==> src/rtl/vend_pkg.sv <==
// vend_pkg: shared definitions for the vending controller.
//   - FSM state encoding (exported on the debug state bus)
//   - coin values in quarters
//   - credit width and helper types
package vend_pkg;

    localparam int CREDIT_W = 4;

    typedef logic [CREDIT_W-1:0] credit_t;
    // One extra bit so that credit + coin can be compared without wrapping.
    typedef logic [CREDIT_W:0]   credit_x_t;

    localparam logic [1:0] ST_IDLE     = 2'd0;
    localparam logic [1:0] ST_CREDIT   = 2'd1;
    localparam logic [1:0] ST_DISPENSE = 2'd2;
    localparam logic [1:0] ST_CHANGE   = 2'd3;

    localparam credit_t QUARTER = credit_t'(1);
    localparam credit_t DOLLAR  = credit_t'(4);

    localparam logic ITEM_A = 1'b0;
    localparam logic ITEM_B = 1'b1;

    // True when adding coin value 'val' to 'cur' stays within the ceiling.
    function automatic logic coin_fits(input credit_t cur, input credit_t val,
                                       input int unsigned max_credit);
        return (credit_x_t'(cur) + credit_x_t'(val)) <= credit_x_t'(max_credit);
    endfunction

endpackage

==> src/rtl/vend_if.sv <==
// vend_if: front-panel / mechanism bus of the vending controller.
//   Inputs to the controller: q_in, d_in, sel_a, sel_b, cancel (one-cycle
//   pulses), disp_ack, chg_ack (acknowledges).
//   Outputs from the controller: disp_req, disp_item, chg_req, coin_rej,
//   credit, busy, plus the debug state bus.
//   master : the machine side (coin mech, buttons, dispenser, changer).
//   slave  : the controller.
//
// Handshakes: disp_req/disp_ack and chg_req/chg_ack are req/ack pairs.
// The controller raises req as a level and holds it (with disp_item stable)
// until it samples ack=1 on a rising edge; that edge completes exactly one
// transfer. ack is only meaningful while the matching req is 1 and is
// ignored otherwise. A chg_req transfer ejects one quarter; chg_req stays
// high across back-to-back transfers until the credit is exhausted.
interface vend_if;
    import vend_pkg::*;

    logic       q_in;
    logic       d_in;
    logic       sel_a;
    logic       sel_b;
    logic       cancel;
    logic       disp_ack;
    logic       chg_ack;

    logic       disp_req;
    logic       disp_item;
    logic       chg_req;
    logic       coin_rej;
    credit_t    credit;
    logic       busy;
    logic [1:0] state;

    modport master (
        output q_in, d_in, sel_a, sel_b, cancel, disp_ack, chg_ack,
        input  disp_req, disp_item, chg_req, coin_rej, credit, busy, state
    );

    modport slave (
        input  q_in, d_in, sel_a, sel_b, cancel, disp_ack, chg_ack,
        output disp_req, disp_item, chg_req, coin_rej, credit, busy, state
    );

endinterface

==> src/rtl/vend_timer.sv <==
// vend_timer: idle-cycle counter for the CREDIT state.
//   clk, rstn : clock, asynchronous active-low reset
//   clear     : forces the count back to 0 (wins over enable)
//   enable    : count one idle cycle
//   expired   : high in the TIMEOUT-th enabled cycle after a clear
module vend_timer #(
    parameter int TIMEOUT = 1000
) (
    input  logic clk,
    input  logic rstn,
    input  logic clear,
    input  logic enable,
    output logic expired
);

    // Count runs 0..TIMEOUT-1, so $clog2(TIMEOUT) bits suffice.
    localparam int CNT_W = (TIMEOUT > 2) ? $clog2(TIMEOUT) : 1;
    localparam logic [CNT_W-1:0] LAST = CNT_W'(TIMEOUT - 1);

    logic [CNT_W-1:0] cnt_q;

    always_ff @(posedge clk or negedge rstn) begin
        if (!rstn) begin
            cnt_q <= '0;
        end else if (clear) begin
            cnt_q <= '0;
        end else if (enable && (cnt_q != LAST)) begin
            cnt_q <= cnt_q + CNT_W'(1);
        end
    end

    assign expired = enable && !clear && (cnt_q == LAST);

endmodule

==> src/rtl/vend_controller.sv <==
// vend_controller: coin-operated two-item vending controller.
//   clk, rstn : clock (rising edge), asynchronous active-low reset
//   bus       : vend_if.slave -- coin/select/cancel pulses and dispenser /
//               changer acknowledges in; dispense and change requests,
//               coin reject pulse, credit, busy and debug state out.
// Credit is counted in quarters. All outputs come straight from flops.
module vend_controller
    import vend_pkg::*;
#(
    parameter int PRICE_A    = 2,
    parameter int PRICE_B    = 3,
    parameter int CREDIT_MAX = 8,
    parameter int TIMEOUT    = 1000
) (
    input  logic  clk,
    input  logic  rstn,
    vend_if.slave bus
);

    localparam credit_t PRICE_A_C = credit_t'(PRICE_A);
    localparam credit_t PRICE_B_C = credit_t'(PRICE_B);

    logic [1:0] state_q, state_d;
    credit_t    credit_q, credit_d;
    logic       disp_item_q, disp_item_d;
    logic       disp_req_q, disp_req_d;
    logic       chg_req_q, chg_req_d;
    logic       coin_rej_q, coin_rej_d;
    logic       busy_q, busy_d;

    logic       cancel_go;
    logic       sel_valid;
    logic       sel_item;
    logic       coin_window;
    logic       d_acc, q_acc, coin_acc;
    credit_t    coin_val;
    credit_t    price_disp;
    logic       tmr_clear, tmr_en, tmr_expired;

    // Decisions taken in IDLE/CREDIT. Cancel beats select, select beats
    // coins; a coin only lands when the machine stays in IDLE/CREDIT.
    assign cancel_go   = (state_q == ST_CREDIT) && bus.cancel;
    // sel_a pressed means A is the request, whatever sel_b does.
    assign sel_valid   = (state_q == ST_CREDIT) &&
                         (bus.sel_a ? (credit_q >= PRICE_A_C)
                                    : (bus.sel_b && (credit_q >= PRICE_B_C)));
    assign sel_item    = bus.sel_a ? ITEM_A : ITEM_B;
    assign coin_window = ((state_q == ST_IDLE) || (state_q == ST_CREDIT)) &&
                         !cancel_go && !sel_valid;

    // Dollar is judged first; a quarter arriving with a dollar is returned.
    assign d_acc    = coin_window && bus.d_in &&
                      coin_fits(credit_q, DOLLAR, CREDIT_MAX);
    assign q_acc    = coin_window && bus.q_in && !bus.d_in &&
                      coin_fits(credit_q, QUARTER, CREDIT_MAX);
    assign coin_acc = d_acc || q_acc;
    assign coin_val = d_acc ? DOLLAR : QUARTER;

    assign coin_rej_d = (bus.d_in && !d_acc) || (bus.q_in && !q_acc);

    assign price_disp = (disp_item_q == ITEM_B) ? PRICE_B_C : PRICE_A_C;

    // Idle counting only in CREDIT; an accepted coin (including the one
    // that enters CREDIT from IDLE) restarts it.
    assign tmr_en    = (state_q == ST_CREDIT);
    assign tmr_clear = coin_acc || (state_q != ST_CREDIT);

    vend_timer #(
        .TIMEOUT (TIMEOUT)
    ) u_timer (
        .clk     (clk),
        .rstn    (rstn),
        .clear   (tmr_clear),
        .enable  (tmr_en),
        .expired (tmr_expired)
    );

    always_comb begin
        state_d     = state_q;
        credit_d    = credit_q;
        disp_item_d = disp_item_q;
        case (state_q)
            ST_IDLE: begin
                if (coin_acc) begin
                    credit_d = credit_q + coin_val;
                    state_d  = ST_CREDIT;
                end
            end
            ST_CREDIT: begin
                if (cancel_go) begin
                    state_d = ST_CHANGE;
                end else if (sel_valid) begin
                    state_d     = ST_DISPENSE;
                    disp_item_d = sel_item;
                end else if (coin_acc) begin
                    credit_d = credit_q + coin_val;
                end else if (tmr_expired) begin
                    state_d = ST_CHANGE;
                end
            end
            ST_DISPENSE: begin
                if (bus.disp_ack && disp_req_q) begin
                    // Saturating subtract keeps credit from wrapping.
                    if (credit_q > price_disp) begin
                        credit_d = credit_q - price_disp;
                        state_d  = ST_CHANGE;
                    end else begin
                        credit_d = '0;
                        state_d  = ST_IDLE;
                    end
                end
            end
            ST_CHANGE: begin
                if (credit_q == '0) begin
                    state_d = ST_IDLE;
                end else if (bus.chg_ack && chg_req_q) begin
                    credit_d = credit_q - QUARTER;
                    if (credit_q == QUARTER) begin
                        state_d = ST_IDLE;
                    end
                end
            end
            default: begin
                state_d = ST_IDLE;
            end
        endcase
    end

    // Request levels follow the next state so they change with it.
    assign disp_req_d = (state_d == ST_DISPENSE);
    assign chg_req_d  = (state_d == ST_CHANGE);
    assign busy_d     = (state_d == ST_DISPENSE) || (state_d == ST_CHANGE);

    always_ff @(posedge clk or negedge rstn) begin
        if (!rstn) begin
            state_q     <= ST_IDLE;
            credit_q    <= '0;
            disp_item_q <= 1'b0;
            disp_req_q  <= 1'b0;
            chg_req_q   <= 1'b0;
            coin_rej_q  <= 1'b0;
            busy_q      <= 1'b0;
        end else begin
            state_q     <= state_d;
            credit_q    <= credit_d;
            disp_item_q <= disp_item_d;
            disp_req_q  <= disp_req_d;
            chg_req_q   <= chg_req_d;
            coin_rej_q  <= coin_rej_d;
            busy_q      <= busy_d;
        end
    end

    assign bus.state     = state_q;
    assign bus.credit    = credit_q;
    assign bus.disp_item = disp_item_q;
    assign bus.disp_req  = disp_req_q;
    assign bus.chg_req   = chg_req_q;
    assign bus.coin_rej  = coin_rej_q;
    assign bus.busy      = busy_q;

endmodule

==> src/flat_wrapper.sv <==
// flat-port wrapper written by rule: the top's interface ports become plain ports
module vend_controller_flat import vend_pkg::*;
#(
    parameter int PRICE_A    = 2,
    parameter int PRICE_B    = 3,
    parameter int CREDIT_MAX = 8,
    parameter int TIMEOUT    = 1000
)
  (clk, rstn, bus_q_in, bus_d_in, bus_sel_a, bus_sel_b, bus_cancel, bus_disp_ack, bus_chg_ack, bus_disp_req, bus_disp_item, bus_chg_req, bus_coin_rej, bus_credit, bus_busy, bus_state);
  vend_if bus_i ();
  input  logic clk;
  input  logic rstn;
  input wire logic [$bits(bus_i.q_in)-1:0] bus_q_in;
  input wire logic [$bits(bus_i.d_in)-1:0] bus_d_in;
  input wire logic [$bits(bus_i.sel_a)-1:0] bus_sel_a;
  input wire logic [$bits(bus_i.sel_b)-1:0] bus_sel_b;
  input wire logic [$bits(bus_i.cancel)-1:0] bus_cancel;
  input wire logic [$bits(bus_i.disp_ack)-1:0] bus_disp_ack;
  input wire logic [$bits(bus_i.chg_ack)-1:0] bus_chg_ack;
  output wire logic [$bits(bus_i.disp_req)-1:0] bus_disp_req;
  output wire logic [$bits(bus_i.disp_item)-1:0] bus_disp_item;
  output wire logic [$bits(bus_i.chg_req)-1:0] bus_chg_req;
  output wire logic [$bits(bus_i.coin_rej)-1:0] bus_coin_rej;
  output wire logic [$bits(bus_i.credit)-1:0] bus_credit;
  output wire logic [$bits(bus_i.busy)-1:0] bus_busy;
  output wire logic [$bits(bus_i.state)-1:0] bus_state;
  assign bus_i.q_in = bus_q_in;
  assign bus_i.d_in = bus_d_in;
  assign bus_i.sel_a = bus_sel_a;
  assign bus_i.sel_b = bus_sel_b;
  assign bus_i.cancel = bus_cancel;
  assign bus_i.disp_ack = bus_disp_ack;
  assign bus_i.chg_ack = bus_chg_ack;
  assign bus_disp_req = bus_i.disp_req;
  assign bus_disp_item = bus_i.disp_item;
  assign bus_chg_req = bus_i.chg_req;
  assign bus_coin_rej = bus_i.coin_rej;
  assign bus_credit = bus_i.credit;
  assign bus_busy = bus_i.busy;
  assign bus_state = bus_i.state;
  vend_controller #(.PRICE_A(PRICE_A), .PRICE_B(PRICE_B), .CREDIT_MAX(CREDIT_MAX), .TIMEOUT(TIMEOUT)) u_core (.clk(clk), .rstn(rstn), .bus(bus_i));
endmodule
==> config.mk <==
export PLATFORM = sky130hd
export DESIGN_NAME = vend_controller_flat
export DESIGN_NICKNAME = d
export VERILOG_FILES = /design/src/rtl/vend_pkg.sv /design/src/rtl/vend_if.sv /design/src/rtl/vend_timer.sv /design/src/rtl/vend_controller.sv /design/src/flat_wrapper.sv
export SDC_FILE = /design/constraint.sdc
export NUM_CORES = 1
export LEC_CHECK = 0
export CAP_MARGIN = 20
export CORE_MARGIN = 2
export CORE_UTILIZATION = 45
export CTS_CLUSTER_SIZE = 14
export DETAILED_ROUTE_END_ITERATION = 7
export PLACE_DENSITY = 0.68
export SLEW_MARGIN = 30
export SYNTH_ARGS = -nofsm -noshare
export SYNTH_HDL_FRONTEND = slang
export SYNTH_SLANG_ARGS = --single-unit
==> constraint.sdc <==
create_clock -name clk -period 6.6 [get_ports clk]
set_input_delay 1.98 -clock clk [delete_from_list [all_inputs] [get_ports clk]]
set_output_delay 1.98 -clock clk [all_outputs]
set_load 0.02 [all_outputs]
### Word level (Yosys, flattened, before mapping)

Cells that the tools add are included.

| word-level totals | value |
|---|---|
| latch bits | 0 |
| memory bits (writable) | 0 |
| output and inout port bits | 11 |
| word-level logic and storage cells | 92 |
| bits in read-only memories | 0 |
| memories | 0 |
| input port bits | 9 |
| bits in registers | 21 |

| operators by class | value |
|---|---|
| $lt $le $gt $ge | 5 |
| reductions and logical operators | 33 |
| add/subtract/negate cells | 6 |
| div/mod/pow operators | 0 |
| shifts and indexed selects | 0 |
| eq/ne operators | 14 |
| bitwise gates (word level) | 1 |
| $mul | 0 |
| multiplexer cells | 25 |

Operator list:

| kind | count |
|---|---|
| $mux W4 | 7 |
| $mux W10 | 2 |
| $mux W2 | 10 |
| $logic_and A1 B1 Y1 | 17 |
| $pmux W4 S4 | 1 |
| $add A10 B1 Y10 const B | 1 |
| $eq A10 B10 Y1 const B | 1 |
| $le A5 B4 Y1 const B | 2 |
| $ne A10 B10 Y1 const B | 1 |
| $eq A2 B2 Y1 const B | 4 |
| $ge A4 B2 Y1 const B | 2 |
| $pmux W2 S4 | 1 |
| $logic_not A1 Y1 | 6 |
| $ne A2 B1 Y1 const B | 3 |
| $ne A2 B2 Y1 const B | 3 |
| $add A4 B1 Y5 const B | 1 |
| $add A4 B3 Y5 const B | 1 |
| $logic_or A1 B1 Y1 | 5 |
| $reduce_and A5 Y1 | 1 |
| $add A4 B4 Y4 | 1 |
| $eq A4 B1 Y1 const B | 1 |
| $gt A4 B4 Y1 | 1 |
| $logic_not A4 Y1 | 1 |
| $sub A4 B1 Y4 const B | 1 |
| 8 further kinds | 10 |

### Longest topological paths before layout

Gate-level depths: netlist of run 1.

| logic depth | value |
|---|---|
| depth in word-level cells | 21 |
| depth in mapped cells | 14 |
| mapped depth without buffers | 13 |

### Cells and area by module

Synthesis of run 1 repeated with hierarchy kept, for this count alone.

| unflattened totals | value |
|---|---|
| cells, all modules | 174 |
| area total of the unflattened synthesis | 1,629.1 um^2 |

By module, submodules not included:

| module | area each (um^2) | cells an instance | instances | sequential area each (um^2) |
|---|---|---|---|---|
| vend_controller | 1,027.2 | 111 | 1 | 275.3 |
| vend_timer | 601.8 | 63 | 1 | 250.2 |

### Least setup slack after synthesis of run 1

OpenSTA, ideal clock, no wires.

| timing | value |
|---|---|
| kind | in2reg |
| start | in bus_sel_a |
| end | reg u_core.credit_q[3] (netlist: u_core.bus.credit[3]) |
| setup time | 0.121 ns |
| arrival time | 3.576 ns |
| buffers on the path | 0 |
| required time | 6.479 ns |
| path slack | 2.903 ns |
| stages on the path | 12 |
| cells stage by stage | mux2i_1 -> a21oi_1 -> o21ai_1 -> nand2_1 -> inv_1 -> ha_1 -> a31o_2 -> nor2_1 -> nor3_1 -> a21oi_1 -> a31oi_1 -> o22a_1 |

| on the way | value |
|---|---|
| cells in the longest elaborated chain, start to end | 12 |
| elaborated cells on any way between the ends | 18 |
| those cells by class | 1 x add/sub; 1 x eq/ne; 6 x mux; 10 x reduce/logical |

RTL lines:

| item | line | text |
|---|---|---|
| start: declaration | flat_wrapper.sv:15 | `input wire logic [$bits(bus_i.sel_a)-1:0] bus_sel_a;` |
| $mux W1 (*) | vend_controller.sv:45 | `(bus.sel_a ? (credit_q >= PRICE_A_C)` |
| $logic_and A1 B1 Y1 (*) | vend_controller.sv:44 | `assign sel_valid = (state_q == ST_CREDIT) &&` |
| $logic_not A1 Y1 | vend_controller.sv:49 | `!cancel_go && !sel_valid;` |
| $logic_and A1 B1 Y1 | vend_controller.sv:49 |  |
| $logic_and A1 B1 Y1, on equally long branches (2 in series) | vend_controller.sv:52, vend_controller.sv:54 |  |
| $mux W3 or $logic_and A1 B1 Y1 (tied branches) | vend_controller.sv:57, vend_controller.sv:54 |  |
| $add A4 B4 Y4 or $logic_or A1 B1 Y1 (tied branches) | vend_controller.sv:85, vend_controller.sv:96, vend_controller.sv:56 |  |
| $mux W4 | vend_controller.sv:84, vend_controller.sv:95 |  |
| $mux W4 | vend_controller.sv:92 | `end else if (sel_valid) begin` |
| $mux W4 | vend_controller.sv:90 | `if (cancel_go) begin` |
| $pmux W4 S4 | vend_controller.sv:82 | `case (state_q)` |
| end signal: assignment | vend_controller.sv:145 | `credit_q <= credit_d;` |
| end: declaration | vend_controller.sv:24 | `credit_t credit_q, credit_d;` |

Mark *: on every way between the ends. The rest lies on a longest branch, timed or not. The select of a mux whose other input is x is not followed.
A chain may end at the register's enable or synchronous reset.

### Worst setup path in the final report of run 1

Same ends and word-level chain as after synthesis.

==> flow_summary.json, run 1 <==
{
  "setup-tns-final_ps": 0,
  "start_kind": "input pin",
  "wire_per_inst_um": 15.7,
  "final_cell_mix": "20 x dfrtp_1, 19 x nor2_1, 18 x clkdlybuf4s50_1",
  "rows": 21,
  "grt_max_degree": 24,
  "hpwl_mm": 2.63,
  "cp_max_fo": 5,
  "drive_gt1_share_pct": 10.2,
  "max_slew.worst_pin.slew_ps": 902,
  "p_leak_nw": 0.745,
  "n_antenna_cell": 0,
  "synth_cell_types": 55,
  "drt_iter0_drc": 78,
  "drv_cap": 0,
  "status": "complete, no violations",
  "syn_to_final_growth_pct": 15.6,
  "synthCells": 172,
  "max_slew_margin_pct": 39.4,
  "clock-sinks": 20,
  "portBuffers": 19,
  "min_period_ps": 4350,
  "drc": 0,
  "place.gp.congestion": 0.853,
  "htreeDepth": 1,
  "cts_tree": "built",
  "setup_viol": 0,
  "die_y_um": 62.6,
  "clock_path_buffers": 2,
  "fmax_mhz": 230,
  "post_cts_buffers": 0,
  "holdBufCountCts": 0,
  "grt_antenna_before_repair": 0,
  "crit_arrival_ps": 4570,
  "root_buffer": "clkbuf_4",
  "grt.total_usage_pct": 20.2,
  "synth_seq_cells": 20,
  "use_met2_pct": 29.7,
  "clk_transition_reported_paths_ps": 130,
  "rsz0062_at_grt": "no",
  "grt-ovfl-total": 0,
  "cp.required_ps": 6820,
  "fp.coreArea_um2": 3310,
  "grtUsageMet1_pct": 29.1,
  "final_common_cell": "dfrtp_1",
  "dpl_worst_slack_ps": 1940,
  "grt_pass1_vias": 1302,
  "power_uw": 829,
  "maxSlewViolCount": 0,
  "synth.avg_cell_area_um2": 8.98,
  "yosys.area.top_type_share_pct": 32.4,
  "final_nets": 208,
  "path_class": "in -> reg",
  "die_w_um": 62.6,
  "start_util_pct": 46.7,
  "grt_pass1_wl_mm": 6.29,
  "gr-usage-met3_pct": 3.42,
  "yosys_warnings": 0,
  "synthArstFlopShare_pct": 100,
  "ys.flop_type": "dfrtp_1",
  "worstSetupEndpointType": "register",
  "synth_edf_count": 0,
  "vdd_drop_max_v": 0.000193,
  "die_area_um2": 3920,
  "post_cts_resized": 0,
  "powerDensity_nw_per_um2": 464,
  "syn_area_um2": 1550,
  "synth_seq_area_share_pct": 32.4,
  "hold_viol": 0,
  "final.setup.worst_slack_ps": 2250,
  "first_pass_iters": 4,
  "final_antenna_net_count": 0,
  "clkLatencyLatePin_ps": 320,
  "synthTopCellsByArea": "dfrtp_1 32%, ha_1 8.9%, nor2_1 4.6%",
  "viasPerCell": 5.92,
  "wl_mm": 3.66,
  "io_pins": 20,
  "cts_buffers": 3,
  "top_usage_layer": "met2",
  "finalCritPeriodShare_pct": 65.9,
  "fin_skew_ps": 4.71,
  "num_vias": 1379,
  "hold_path_class": "reg -> reg",
  "syn_nets": 192,
  "synth_top_area_cell": "dfrtp_1"
}
[cells by family after synthesis]
group | count (synthesis) | synth area share (%)
AO/OA/AOI/OAI | 48 | 24.9
XOR/XNOR | 9 | 5.10
adder cells (fa/ha/maj) | 11 | 8.91
buffers and inverters | 17 | 5.67
flip-flops | 20 | 32.4
multiplexers | 2 | 1.30
AND/OR/NAND/NOR | 65 | 21.7
[cell type report]
type	count	area [µm²]
inverter	9	33.8
clock inverter	1	30.0
fill	333	1520
sequential	20	500
timing repair buffer	19	185
clock buffer	3	22.5
tap	46	57.6
multi-input combinational	135	957
[sequential cells by signal (all words and copies together) (netlist names)]
name,count
u_core.u_timer.cnt_q,10
u_core.bus.credit,4
u_core.bus.busy,1
u_core.bus.chg_req,1
u_core.bus.coin_rej,1
u_core.bus.disp_item,1
u_core.bus.disp_req,1
u_core.bus.state,1
[critical path, cell delays in order]
cell             delay, ps
clkdlybuf4s50_1        570
mux2i_1                360
a21oi_1                170
o21ai_1                220
nand2_1                130
inv_1                   90
ha_1                   240
a31o_2                 230
nor2_1                  80
nor3_1                  60
a21oi_1                150
a31oi_1                 70
o22a_1                 220
[metal layers]
layer  part of all wire (%)  routed length [µm]  up-vias
met5                      0                   0        -
met4                    2.4                  89        0
met3                    7.7                 283        7
met2                     44                1630       64
met1                     45                1660      660
li1                       -                   -      648
[stage by stage]
step           area (µm²)  instances  hold slack [ps]  util [%]
3_5_place_dp         1740        229              546      52.5
6_report             1790        233              570      54.0
3_3_place_gp         1740        229              532      52.5
5_1_grt              1790        233              614      54.0
4_1_cts              1790        233              576      54.1
2_1_floorplan        1550        172              505         -
[power by group]
part / switching (mW) / total (mW) / internal [mW] / leakage (nW)
sequential: 0.0921 / 0.246 / 0.154 / 0.260
clock: 0.0447 / 0.106 / 0.0614 / 0.0279
combinational: 0.264 / 0.477 / 0.214 / 0.456
[cells in the mapped netlist (2+ instances only)]
library cell  count
o21ai_1           3
nand3_1           7
nand4_1           3
a31oi_1           3
inv_1             7
buf_6             2
nand2_1          15
xnor2_1           5
xor2_1            4
a21oi_1           7
nor2b_1           3
nor3_1            5
o21ai_0          11
dfrtp_1          20
ha_1             11
a21o_1            2
a211oi_2          2
and3_1            2
nor4_2            2
buf_2             4
mux2i_1           2
nor2_1           19
[final timing paths]
| kind | endpoint | slack (ps) | cells past startpoint | from |
|---|---|---|---|---|
| max | u_core.bus.credit[3] | 2250 | 13 | bus_sel_a |
| min | u_core.u_timer.cnt_q[1] | 570 | 2 | u_core.u_timer.cnt_q[1] |
| max reg2reg | u_core.bus.credit[3] | 3520 | 13 | u_core.bus.credit[1] |
| min reg2reg | u_core.u_timer.cnt_q[1] | 570 | 2 | u_core.u_timer.cnt_q[1] |
| max in group asynchronous | u_core.u_timer.cnt_q[1] | 4700 | 1 | rstn |
| min in group asynchronous | u_core.bus.credit[0] | 1580 | 1 | rstn |
No activity file was read; power rests on OpenSTA's default activity.
==> run 2, diff against run 1 <==
clock period = 4.14 ns   (was 6.6 ns; I/O delays follow)
==> flow_summary.json, run 2 (synthesized netlist as in run 1, its figures left out) <==
{
  "die_w_um": 62.6,
  "fin_util_pct": 54.2,
  "start_util_pct": 46.7,
  "clkLatencyLatePin_ps": 320,
  "io_pins": 20,
  "setup_viol": 0,
  "viasPerCell": 5.82,
  "finalCritPeriodShare_pct": 88.6,
  "rows": 21,
  "grt_max_degree": 24,
  "drc": 0,
  "worstSetupEndpointType": "register",
  "fin_skew_ps": 11.7,
  "cp.required_ps": 4360,
  "final_common_cell": "dfrtp_1",
  "grt_pass1_vias": 1315,
  "clkPwrFrac_pct": 12.6,
  "num_vias": 1362,
  "holdWs_ps": 569,
  "p_int_uw": 690,
  "hold_path_class": "reg -> reg",
  "maxSlewViolCount": 0,
  "critPathSlowestCell": "clkdlybuf4s50_1",
  "drv_cap": 0,
  "fp.coreArea_um2": 3310,
  "powerDensity_nw_per_um2": 742,
  "drt_iter0_drc": 77,
  "hpwl_mm": 2.63,
  "cts_buffers": 3,
  "p_sw_uw": 642,
  "syn_to_final_growth_pct": 16.1,
  "p_leak_nw": 0.749,
  "clk_transition_reported_paths_ps": 140,
  "regMostFlops": "u_core.u_timer.cnt_q",
  "critPathBufInv": 2,
  "post_cts_resized": 0,
  "root_buffer": "clkbuf_4",
  "largest_reg_flops": 10,
  "grt_antenna_before_repair": 0,
  "post_cts_buffers": 0,
  "status": "complete, no violations",
  "critPathTopFamily": "compound AO/OA/AOI/OAI gates",
  "drive_gt1_share_pct": 10.6,
  "rsz0062_at_grt": "no",
  "place.gp.congestion": 0.846,
  "cpPeakStageDelay_ps": 570,
  "grt_pass1_wl_mm": 6.34,
  "cp_common_cell": "a21oi_1",
  "min_period_ps": 3670,
  "n_fill_cell": 326,
  "die_area_um2": 3920,
  "crit_chain": "clkdlybuf4s50_1 > mux2i_1 > a21oi_1 > o21ai_1 > nand2_1 > inv_1 > ha_1 > a31o_2 > nor2_1 > nor3_1 > a21oi_1 > a31oi_1 > o22a_1",
  "final_antenna_net_count": 0,
  "die_y_um": 62.6,
  "grt.total_usage_pct": 20.0,
  "max_slew_margin_pct": 42.2,
  "final_cell_mix": "20 x dfrtp_1, 19 x nor2_1, 18 x clkdlybuf4s50_1",
  "grt-ovfl-total": 0,
  "cp_max_fo": 5,
  "wire_per_inst_um": 15.7,
  "max_slew.worst_pin.slew_ps": 868,
  "vdd_drop_max_v": 0.000423,
  "wl_mm": 3.67,
  "htreeDepth": 1,
  "start_kind": "input pin",
  "clock-sinks": 20,
  "cts_tree": "built",
  "swShare_pct": 48.2,
  "first_pass_iters": 4,
  "setup-tns-final_ps": 0,
  "holdBufCountCts": 0,
  "hold_viol": 0,
  "portBuffers": 19,
  "final_nets": 209,
  "n_antenna_cell": 0,
  "crit_arrival_ps": 3890,
  "power_mw": 1.33,
  "clock_path_buffers": 2,
  "fmax_mhz": 273,
  "pwr-share-seq_pct": 29.6,
  "path_class": "in -> reg",
  "power_frac_comb_pct": 57.8
}
run 2: final timing paths:
| path | from | end | slack, ps | cells past startpoint |
|---|---|---|---|---|
| setup reg to reg | u_core.bus.credit[1] | u_core.bus.credit[3] | 1090 | 13 |
| hold reg to reg | u_core.u_timer.cnt_q[8] | u_core.u_timer.cnt_q[8] | 570 | 2 |
| hold / removal | u_core.u_timer.cnt_q[8] | u_core.u_timer.cnt_q[8] | 570 | 2 |
| setup / recovery | bus_sel_a | u_core.bus.credit[3] | 470 | 13 |
| max in group asynchronous | rstn | u_core.bus.state[0] | 2980 | 1 |
| min in group asynchronous | rstn | u_core.bus.credit[2] | 840 | 1 |
run 2: cell type report:
cell class	instances	area, µm²	share of cell area [%]
Tap cell	46	57.6	3.21
Timing Repair Buffer	20	193	10.7
Clock inverter	1	30.0	1.67
Inverter	9	33.8	1.88
Clock buffer	3	22.5	1.26
Multi-Input combinational cell	135	957	53.3
Sequential cell	20	500	27.9
run 2: layer usage:
metal / up-vias / global-route usage [%] / part of all wire (%)
met5: - / 0 / 0
met4: 0 / 5.83 / 2.0
met3: 10 / 2.70 / 6.1
met2: 58 / 31.9 / 45
met1: 640 / 28.3 / 47
li1: 654 / - / -
run 2: metrics by stage:
step	instances	instance area (µm²)	setup WS [ps]
2_1_floorplan	172	1550	1180
3_3_place_gp	230	1750	422
3_5_place_dp	230	1750	226
4_1_cts	234	1800	544
5_1_grt	234	1790	364
6_report	234	1790	474
run 2: tightest hold or removal path: cells and delay by family, from the launching register on:
family | cells | cell delay (ps)
and+or+nand+nor | 1 | 80
xor gates and xnor gates | 1 | 80
DFF | 1 | 390
run 2: power by group through the flow:
stage | sequential, mW | combinational (mW) | clock [mW]
2_1_floorplan | 0.358 | 0.582 | 0
3_3_place_gp | 0.388 | 0.745 | 0
3_5_place_dp | 0.393 | 0.761 | 0
4_1_cts | 0.389 | 0.768 | 0.173
5_1_grt | 0.407 | 0.853 | 0.180
6_report | 0.394 | 0.770 | 0.167
